$ cat src/rtl/instr_fetch_reg.sv
// ---------------------------------------------------------------------------
// instr_fetch_reg
//
// Fetch-side instruction register for the multicycle MIPS datapath. When the
// control FSM pulses fetch_start_i, the block issues a single-word read to
// instruction memory over a req/ack handshake. It latches the returned word
// into the IR and presents the IR as decoded instruction fields.
//
// A request that is not acknowledged within TIMEOUT_CYCLES cycles is
// abandoned and reported through the sticky fetch_err_o. A misaligned pc is
// also reported through fetch_err_o. flush_i aborts any fetch and invalidates
// the IR.
//
// Parameters
//   TIMEOUT_CYCLES  max cycles mem_req_o stays high without mem_ack_i (>= 1)
//   RESET_INSTR     IR contents after reset or flush (MIPS nop by default)
//
// Ports
//   clk_i          system clock, rising edge
//   rst_ni         asynchronous active-low reset
//   fetch_start_i  1-cycle request: fetch the word at pc_i
//   flush_i        abort any fetch and invalidate the IR (highest priority)
//   pc_i           byte address of the instruction, sampled with fetch_start_i
//   mem_req_o      memory read request, held until ack, timeout or flush
//   mem_addr_o     registered fetch address, stable while mem_req_o is high
//   mem_ack_i      mem_rdata_i is valid this cycle
//   mem_rdata_i    instruction word from memory
//   fetch_busy_o   a memory request is outstanding
//   fetch_done_o   1-cycle pulse: the IR was just loaded with a new word
//   fetch_err_o    sticky timeout / misalignment flag, cleared by fetch_start_i
//   ir_valid_o     the IR holds a successfully fetched word
//   opcode_o       IR[31:26]
//   rs_o           IR[25:21]
//   rt_o           IR[20:16]
//   rd_o           IR[15:11]
//   shamt_o        IR[10:6]
//   funct_o        IR[5:0]
//   imm_o          IR[15:0], feeds the sign-extension stage
//   jtarget_o      IR[25:0], jump target field
// ---------------------------------------------------------------------------
module instr_fetch_reg #(
    parameter int unsigned TIMEOUT_CYCLES = 255,
    parameter logic [31:0] RESET_INSTR    = 32'h0000_0000
) (
    input  logic        clk_i,
    input  logic        rst_ni,

    // Control FSM side
    input  logic        fetch_start_i,
    input  logic        flush_i,
    input  logic [31:0] pc_i,

    // Instruction memory side
    output logic        mem_req_o,
    output logic [31:0] mem_addr_o,
    input  logic        mem_ack_i,
    input  logic [31:0] mem_rdata_i,

    // Status
    output logic        fetch_busy_o,
    output logic        fetch_done_o,
    output logic        fetch_err_o,
    output logic        ir_valid_o,

    // Decoded IR fields
    output logic [5:0]  opcode_o,
    output logic [4:0]  rs_o,
    output logic [4:0]  rt_o,
    output logic [4:0]  rd_o,
    output logic [4:0]  shamt_o,
    output logic [5:0]  funct_o,
    output logic [15:0] imm_o,
    output logic [25:0] jtarget_o
);

    // The counter only has to reach TIMEOUT_CYCLES-1, so clog2(TIMEOUT_CYCLES)
    // bits are enough. Keep at least one bit for the degenerate case.
    localparam int unsigned CntW = (TIMEOUT_CYCLES > 1) ? $clog2(TIMEOUT_CYCLES) : 1;
    localparam logic [CntW-1:0] CntLast = CntW'(TIMEOUT_CYCLES - 1);

    typedef enum logic [0:0] {
        StIdle,
        StBusy
    } state_e;

    state_e            state_q, state_d;
    logic [31:0]       ir_q, ir_d;
    logic [31:0]       addr_q, addr_d;
    logic [CntW-1:0]   cnt_q, cnt_d;
    logic              valid_q, valid_d;
    logic              done_q, done_d;
    logic              err_q, err_d;

    logic              pc_misaligned;
    logic              timeout_hit;

    assign pc_misaligned = (pc_i[1:0] != 2'b00);
    assign timeout_hit   = (cnt_q == CntLast);

    // -----------------------------------------------------------------------
    // Next-state logic
    // -----------------------------------------------------------------------
    always_comb begin
        state_d = state_q;
        ir_d    = ir_q;
        addr_d  = addr_q;
        cnt_d   = cnt_q;
        valid_d = valid_q;
        done_d  = 1'b0;
        err_d   = err_q;

        if (flush_i) begin
            // Flush overrides everything: a simultaneous ack or start is
            // dropped. The error flag is deliberately left as it was.
            state_d = StIdle;
            ir_d    = RESET_INSTR;
            valid_d = 1'b0;
            cnt_d   = '0;
        end else begin
            unique case (state_q)
                StIdle: begin
                    // mem_ack_i is ignored here; only an outstanding
                    // request can be acknowledged.
                    if (fetch_start_i) begin
                        valid_d = 1'b0;
                        err_d   = 1'b0;
                        if (pc_misaligned) begin
                            err_d = 1'b1;
                        end else begin
                            addr_d  = pc_i;
                            cnt_d   = '0;
                            state_d = StBusy;
                        end
                    end
                end

                StBusy: begin
                    // fetch_start_i is ignored while busy so mem_addr_o stays
                    // stable. An ack on the final timeout cycle still
                    // completes normally because ack is checked first.
                    if (mem_ack_i) begin
                        ir_d    = mem_rdata_i;
                        valid_d = 1'b1;
                        done_d  = 1'b1;
                        cnt_d   = '0;
                        state_d = StIdle;
                    end else if (timeout_hit) begin
                        err_d   = 1'b1;
                        valid_d = 1'b0;
                        cnt_d   = '0;
                        state_d = StIdle;
                    end else begin
                        cnt_d = cnt_q + CntW'(1);
                    end
                end

                default: begin
                    state_d = StIdle;
                end
            endcase
        end
    end

    // -----------------------------------------------------------------------
    // State registers
    // -----------------------------------------------------------------------
    always_ff @(posedge clk_i or negedge rst_ni) begin
        if (!rst_ni) begin
            state_q <= StIdle;
            ir_q    <= RESET_INSTR;
            addr_q  <= '0;
            cnt_q   <= '0;
            valid_q <= 1'b0;
            done_q  <= 1'b0;
            err_q   <= 1'b0;
        end else begin
            state_q <= state_d;
            ir_q    <= ir_d;
            addr_q  <= addr_d;
            cnt_q   <= cnt_d;
            valid_q <= valid_d;
            done_q  <= done_d;
            err_q   <= err_d;
        end
    end

    // -----------------------------------------------------------------------
    // Outputs
    // -----------------------------------------------------------------------
    // The request is outstanding exactly while in StBusy. Because state_q
    // resets asynchronously, mem_req_o drops as soon as reset is asserted.
    assign mem_req_o    = (state_q == StBusy);
    assign fetch_busy_o = (state_q == StBusy);
    assign mem_addr_o   = addr_q;
    assign fetch_done_o = done_q;
    assign fetch_err_o  = err_q;
    assign ir_valid_o   = valid_q;

    assign opcode_o  = ir_q[31:26];
    assign rs_o      = ir_q[25:21];
    assign rt_o      = ir_q[20:16];
    assign rd_o      = ir_q[15:11];
    assign shamt_o   = ir_q[10:6];
    assign funct_o   = ir_q[5:0];
    assign imm_o     = ir_q[15:0];
    assign jtarget_o = ir_q[25:0];

endmodule
$ cat config.mk
export PLATFORM = sky130hd
export DESIGN_NAME = instr_fetch_reg
export DESIGN_NICKNAME = d
export VERILOG_FILES = /design/src/rtl/instr_fetch_reg.sv
export SDC_FILE = /design/constraint.sdc
export NUM_CORES = 1
export LEC_CHECK = 0
export ABC_AREA = 0
export BUFFER_PORTS_ARGS = -buffer_cell sky130_fd_sc_hd__buf_2
export CAP_MARGIN = 20
export CELL_PAD_IN_SITES_DETAIL_PLACEMENT = 0
export CELL_PAD_IN_SITES_GLOBAL_PLACEMENT = 1
export CORE_ASPECT_RATIO = 0.8
export CORE_MARGIN = 4
export CORE_UTILIZATION = 30
export DETAILED_ROUTE_END_ITERATION = 7
export PLACE_DENSITY_LB_ADDON = 0.1
export SYNTH_ARGS = -nofsm -noshare
export SYNTH_HDL_FRONTEND = slang
export SYNTH_SLANG_ARGS = --single-unit
$ cat constraint.sdc
create_clock -name clk_i -period 1.8 [get_ports clk_i]
set_input_delay 0.27 -clock clk_i [delete_from_list [all_inputs] [get_ports clk_i]]
set_output_delay 0.27 -clock clk_i [all_outputs]
set_load 0.1 [all_outputs]
Word-level counts from Yosys, hierarchy flattened
Cells that the tools add are included.

Output and inout port bits: 111. Word-level logic and storage cells: 54. Bits in registers: 76.

Mux-type cells: 28. Reduce and logical (&&, ||, !) cells: 8. Equality and inequality tests: 7. Bitwise operators: 3. Add/subtract/negate cells: 1.

Operators by type and width (number): two-way mux 32 bit (3); two-way mux 8 bit (5); two-way mux 1 bit (16); one-hot mux 8 bit (2 select lines) (1); adder 8 x 1 -> 8 bit, second input constant (1); equality test 8 bit, second input constant (1); AND reduction 4 bit (2); inequality test 3 bit, second input constant (2); one-hot mux 1 bit (2 select lines) (3); AND reduction 2 bit (3); nonzero test 2 bit (3); inequality test 2 bit, second input constant (2); inequality test 4 x 3 -> 1 bit, second input constant (1); inverter 1 bit (3); inequality test 2 x 1 -> 1 bit, second input constant (1).

Depth between registers and ports, before layout
Depth after elaboration: 5. Depth in mapped cells: 7.

Least setup slack after synthesis
Ideal clock, no wire load.

Path type: register to register. Start: register state_q, in the netlist fetch_busy_o. End: register addr_q[10], in the netlist mem_addr_o[10]. Period minus slack after synthesis: 2.007 ns. Setup time: 0.126 ns. Arrival: 1.881 ns. Data required time: 1.674 ns. Path buffers: 1. Setup slack: -0.207 ns. Cell stages (with the launch flop): 5. Cells stage by stage: dfrtp_1 nor2_1 nand2_2 buf_6 mux2_2.

Longest elaborated chain between the ends: 2.

RTL lines: from (decl) (RTL line 86) `state_e state_q, state_d;`; from (signal assigned) (RTL line 169) `state_q <= StIdle;`; from (signal assigned) (RTL line 177) `state_q <= state_d;`; inverter 1 bit (no line); AND reduction 4 bit (no line); to (signal assigned) (RTL line 179) `addr_q <= addr_d;`; to (decl) (RTL line 88) `logic [31:0] addr_q, addr_d;`.

Every way passes these cells. A chain may end at the register's enable or synchronous reset.

Worst setup path in the final report
Start: register cnt_q[0]. End: register cnt_q[4].

Longest elaborated chain between the ends: 5. Elaborated cells on any way between the ends: 6.

RTL lines: from (decl) (RTL line 89) `logic [CntW-1:0] cnt_q, cnt_d;`; from (signal assigned) (RTL line 180) `cnt_q <= cnt_d;`; adder 8 x 1 -> 8 bit or equality test 8 bit (tied branches) (RTL line 153, 98); two-way mux 8 bit * (RTL line 147) `end else if (timeout_hit) begin`; two-way mux 8 bit * (RTL line 141) `if (mem_ack_i) begin`; one-hot mux 8 bit (2 select lines) * (RTL line 120) `unique case (state_q)`; two-way mux 8 bit * (RTL line 112) `if (flush_i) begin`.

Every way passes the cells marked *; elsewhere a longest branch is shown, timed or not.

==> impl_metrics.py <==
metrics = {
    "clocking": {
        "cts_resized": 0,
        "cts_tree": "yes",
        "clock_sinks": 76,
        "clock_latency_ns": 0.32,
        "htree_levels": 3,
        "root_buffer": "clkbuf_16",
        "clk_path_buf_depth": 2,
        "cts_buffers": 9,
        "clk_pin_slew_ns": 0.06,
    },
    "sta": {
        "finalCritPeriodShare_pct": 85.77,
        "worstMarginPinSlew_ns": 0.5067,
        "tns_ns": 0,
        "max_freq_mhz": 647.7,
        "relSlewSlack_pct": 66.46,
        "rsz0062_at_grt": "no",
        "finalMaxSlewViolations": 0,
        "setup_viol": 0,
        "hold_violations": 0,
        "finClkSkew_ns": 0.003679,
        "final.min_clock_period_ns": 1.544,
    },
    "finish": {
        "regArea_um2": 1903,
        "drive_gt1_share_pct": 60.61,
        "final_cell_mix": "buf_2 (178), dfrtp_1 (75), a22o_1 (32)",
        "num-fill-cells": 1038,
        "fin_nets": 462,
        "multiInputGateArea_um2": 972.2,
        "n_antenna_cell": 0,
        "layout.cells.non_filler": 536,
        "area_growth_pct": 34.72,
        "layout_commonest_cell": "buf_2",
    },
    "global_route": {
        "grt_first_pass_wirelength_mm": 12.97,
        "use_met1_pct": 15.80,
        "grt_pass1_vias": 2447,
        "grt_use_met2_pct": 21.35,
        "grt_max_degree": 36,
        "overflow": 0,
        "grt.met3_usage_pct": 5.324,
        "grt_antenna_before_repair": 0,
        "grt_usage_pct": 12.89,
        "grt_busiest_layer": "met2",
    },
    "yosys": {
        "synth_seq_cells": 76,
        "synth_area_leaders": "dfrtp_1 (58%), mux2_2 (10%), buf_4 (9.9%)",
        "syn_area_per_cell_um2": 13.37,
        "synth_fp_nets": 316,
        "synth_top_area_share_pct": 58.06,
        "yosysUniqueCellTypes": 30,
        "yosysSeqAreaShare_pct": 58.06,
        "synth_top_area_cell": "dfrtp_1",
        "syn_inst": 245,
        "yosys_warnings": 0,
        "synth_area_um2": 3276,
    },
    "critical_path": {
        "path_max_fanout": 16,
        "rr_startpoint": "cnt_q[0]",
        "cp_cell_sequence": "inv_1, ha_1, nand3_1, o211ai_4, buf_12, o21ai_0, a21o_1",
        "startpoint": "cnt_q[0]",
        "critPathBufInv": 2,
        "cp-start-kind": "register",
        "endpoint_kind": "register",
        "required_ns": 2.02,
        "crit_type": "register to register",
        "slowest_stage": "dfrtp_1",
        "crit_family": "compound AO/OA/AOI/OAI gates",
        "cpPeakStageDelay_ns": 0.42,
        "crit_arrival_ns": 1.76,
    },
    "die": {
        "core_area_um2": 10450,
        "fp-row-count": 33,
        "io_pins": 180,
        "start_util_pct": 31.36,
        "die_y_um": 101.5,
        "die_area_um2": 12660,
        "die_width_um": 124.8,
    },
    "worst_hold_path": {
        "hold_class": "input port to register",
        "worstHoldStart": "mem_rdata_i[24]",
    },
    "routing": {
        "ant_nets": 0,
        "drt-wirelength-per-cell_um": 15.24,
        "wl_mm": 8.166,
        "vias": 2405,
        "drtIter0Drc": 45,
        "drt_pass1_iterations": 4,
        "drc_errors": 0,
        "viasPerCell": 4.487,
    },
    "place": {
        "dp.final_hpwl_mm": 5.845,
        "gp_congestion": 0.7388,
        "io_buffers": 179,
        "post-place-cells": 518,
    },
    "pwr": {
        "p_leak_nw": 2.495,
        "power_density_nw_per_um2": 1326,
        "vdd_drop_max_v": 0.0006927,
    },
    "run": {
        "drv_cap": 0,
    },
    "run_status": {
        "status": "finished, final reports clean",
    },
}
[flip-flops by register name (all words and copies together) (netlist names)]
register,flops
ir_q,32
fetch_busy_o,1
ir_valid_o,1
fetch_err_o,1
fetch_done_o,1
mem_addr_o,32
cnt_q,8
[power by group]
part / switching, mW / total (mW) / leakage (nW) / internal [mW]
Combinational: 1.59 / 1.91 / 1.33 / 0.319
Sequential: 0.0806 / 1.96 / 0.994 / 1.87
Clock: 0.669 / 1.99 / 0.169 / 1.32
[timing repair]
item                                   4_1_cts  5_1_grt
hold buffers                                 1        0
endpoints found under the hold margin       24        0
buffers inserted                             0        1
setup endpoints to repair                    0        2
[path summary, 6_finish.rpt]
path | end | slack (ns) | cells after the start
worst max-delay path | cnt_q[4] | 0.26 | 7
worst min-delay path | ir_q[24] | 0.17 | 2
worst max register to register | cnt_q[4] | 0.26 | 7
worst min register to register | ir_valid_o | 0.48 | 1
max in group asynchronous | ir_q[0] | 0.79 | 3
min in group asynchronous | ir_q[13] | 0.40 | 2
[kinds of logic after synthesis]
logic type / Yosys count / share of synthesized area (%)
and+or+nand+nor: 30 / 5.691
buffers and inverters: 55 / 12.38
DFF: 76 / 58.06
adders and majority gates: 2 / 0.7638
AOI/OAI and AO/OA: 52 / 12.80
muxes: 30 / 10.31
[per-stage QoR]
step                      hold WS, ns  util (%)  worst slack (ns)  instance area [µm²]  power [mW]
final                          0.1664     42.24            0.2561                 4413       5.854
after global routing           0.1591     42.24           0.05941                 4413       6.096
after CTS                      0.1514     42.05            0.1385                 4393       5.937
after detailed placement       0.2112     38.74            0.1378                 4046       3.903
after global placement         0.2143     38.74            0.1946                 4046       3.899
after floorplan              -0.02559         -            0.1434                 3277       3.548
[routing by layer]
metal  vias to the layer above  wire length [µm]
met5                         -                 0
met3                         8               711
met4                         0                78
met1                      1162              3373
met2                       109              4003
li1                       1126                 -
[final cells by class]
cell class                 instances  share of cell area [%]
clock buffer                      12                   6.039
clock inverter                     4                   1.588
inverter                           2                  0.1701
multi-input combinational        114                   22.03
sequential                        76                   43.12
tap                              140                   3.969
timing repair buffer             188                   23.08
[cell usage after synthesis]
cell / n
dfrtp_1: 76
buf_4: 43
a22o_1: 32
mux2_2: 30
o21ai_0: 7
a21o_1: 6
buf_2: 6
nand2_1: 6
and3_1: 4
buf_6: 4
nor2_1: 4
a21oi_1: 2
and2_1: 2
ha_1: 2
inv_1: 2
nand3_1: 2
nor3_1: 2
nor3b_1: 2
nor4b_1: 2
nand2_2: 1
nand2b_1: 1
nand4_4: 1
nor2_2: 1
nor3b_2: 1
nor4_1: 1
o211ai_1: 1
o211ai_4: 1
o21a_1: 1
o21ai_1: 1
o31ai_1: 1
[worst reg2reg max path, cell delays in order (launching register included)]
cell and delay (ns):
dfrtp_1 0.42, inv_1 0.08, ha_1 0.14, nand3_1 0.13, o211ai_4 0.23, buf_12 0.16
o21ai_0 0.10, a21o_1 0.19
(Power assumes the default switching activity.)
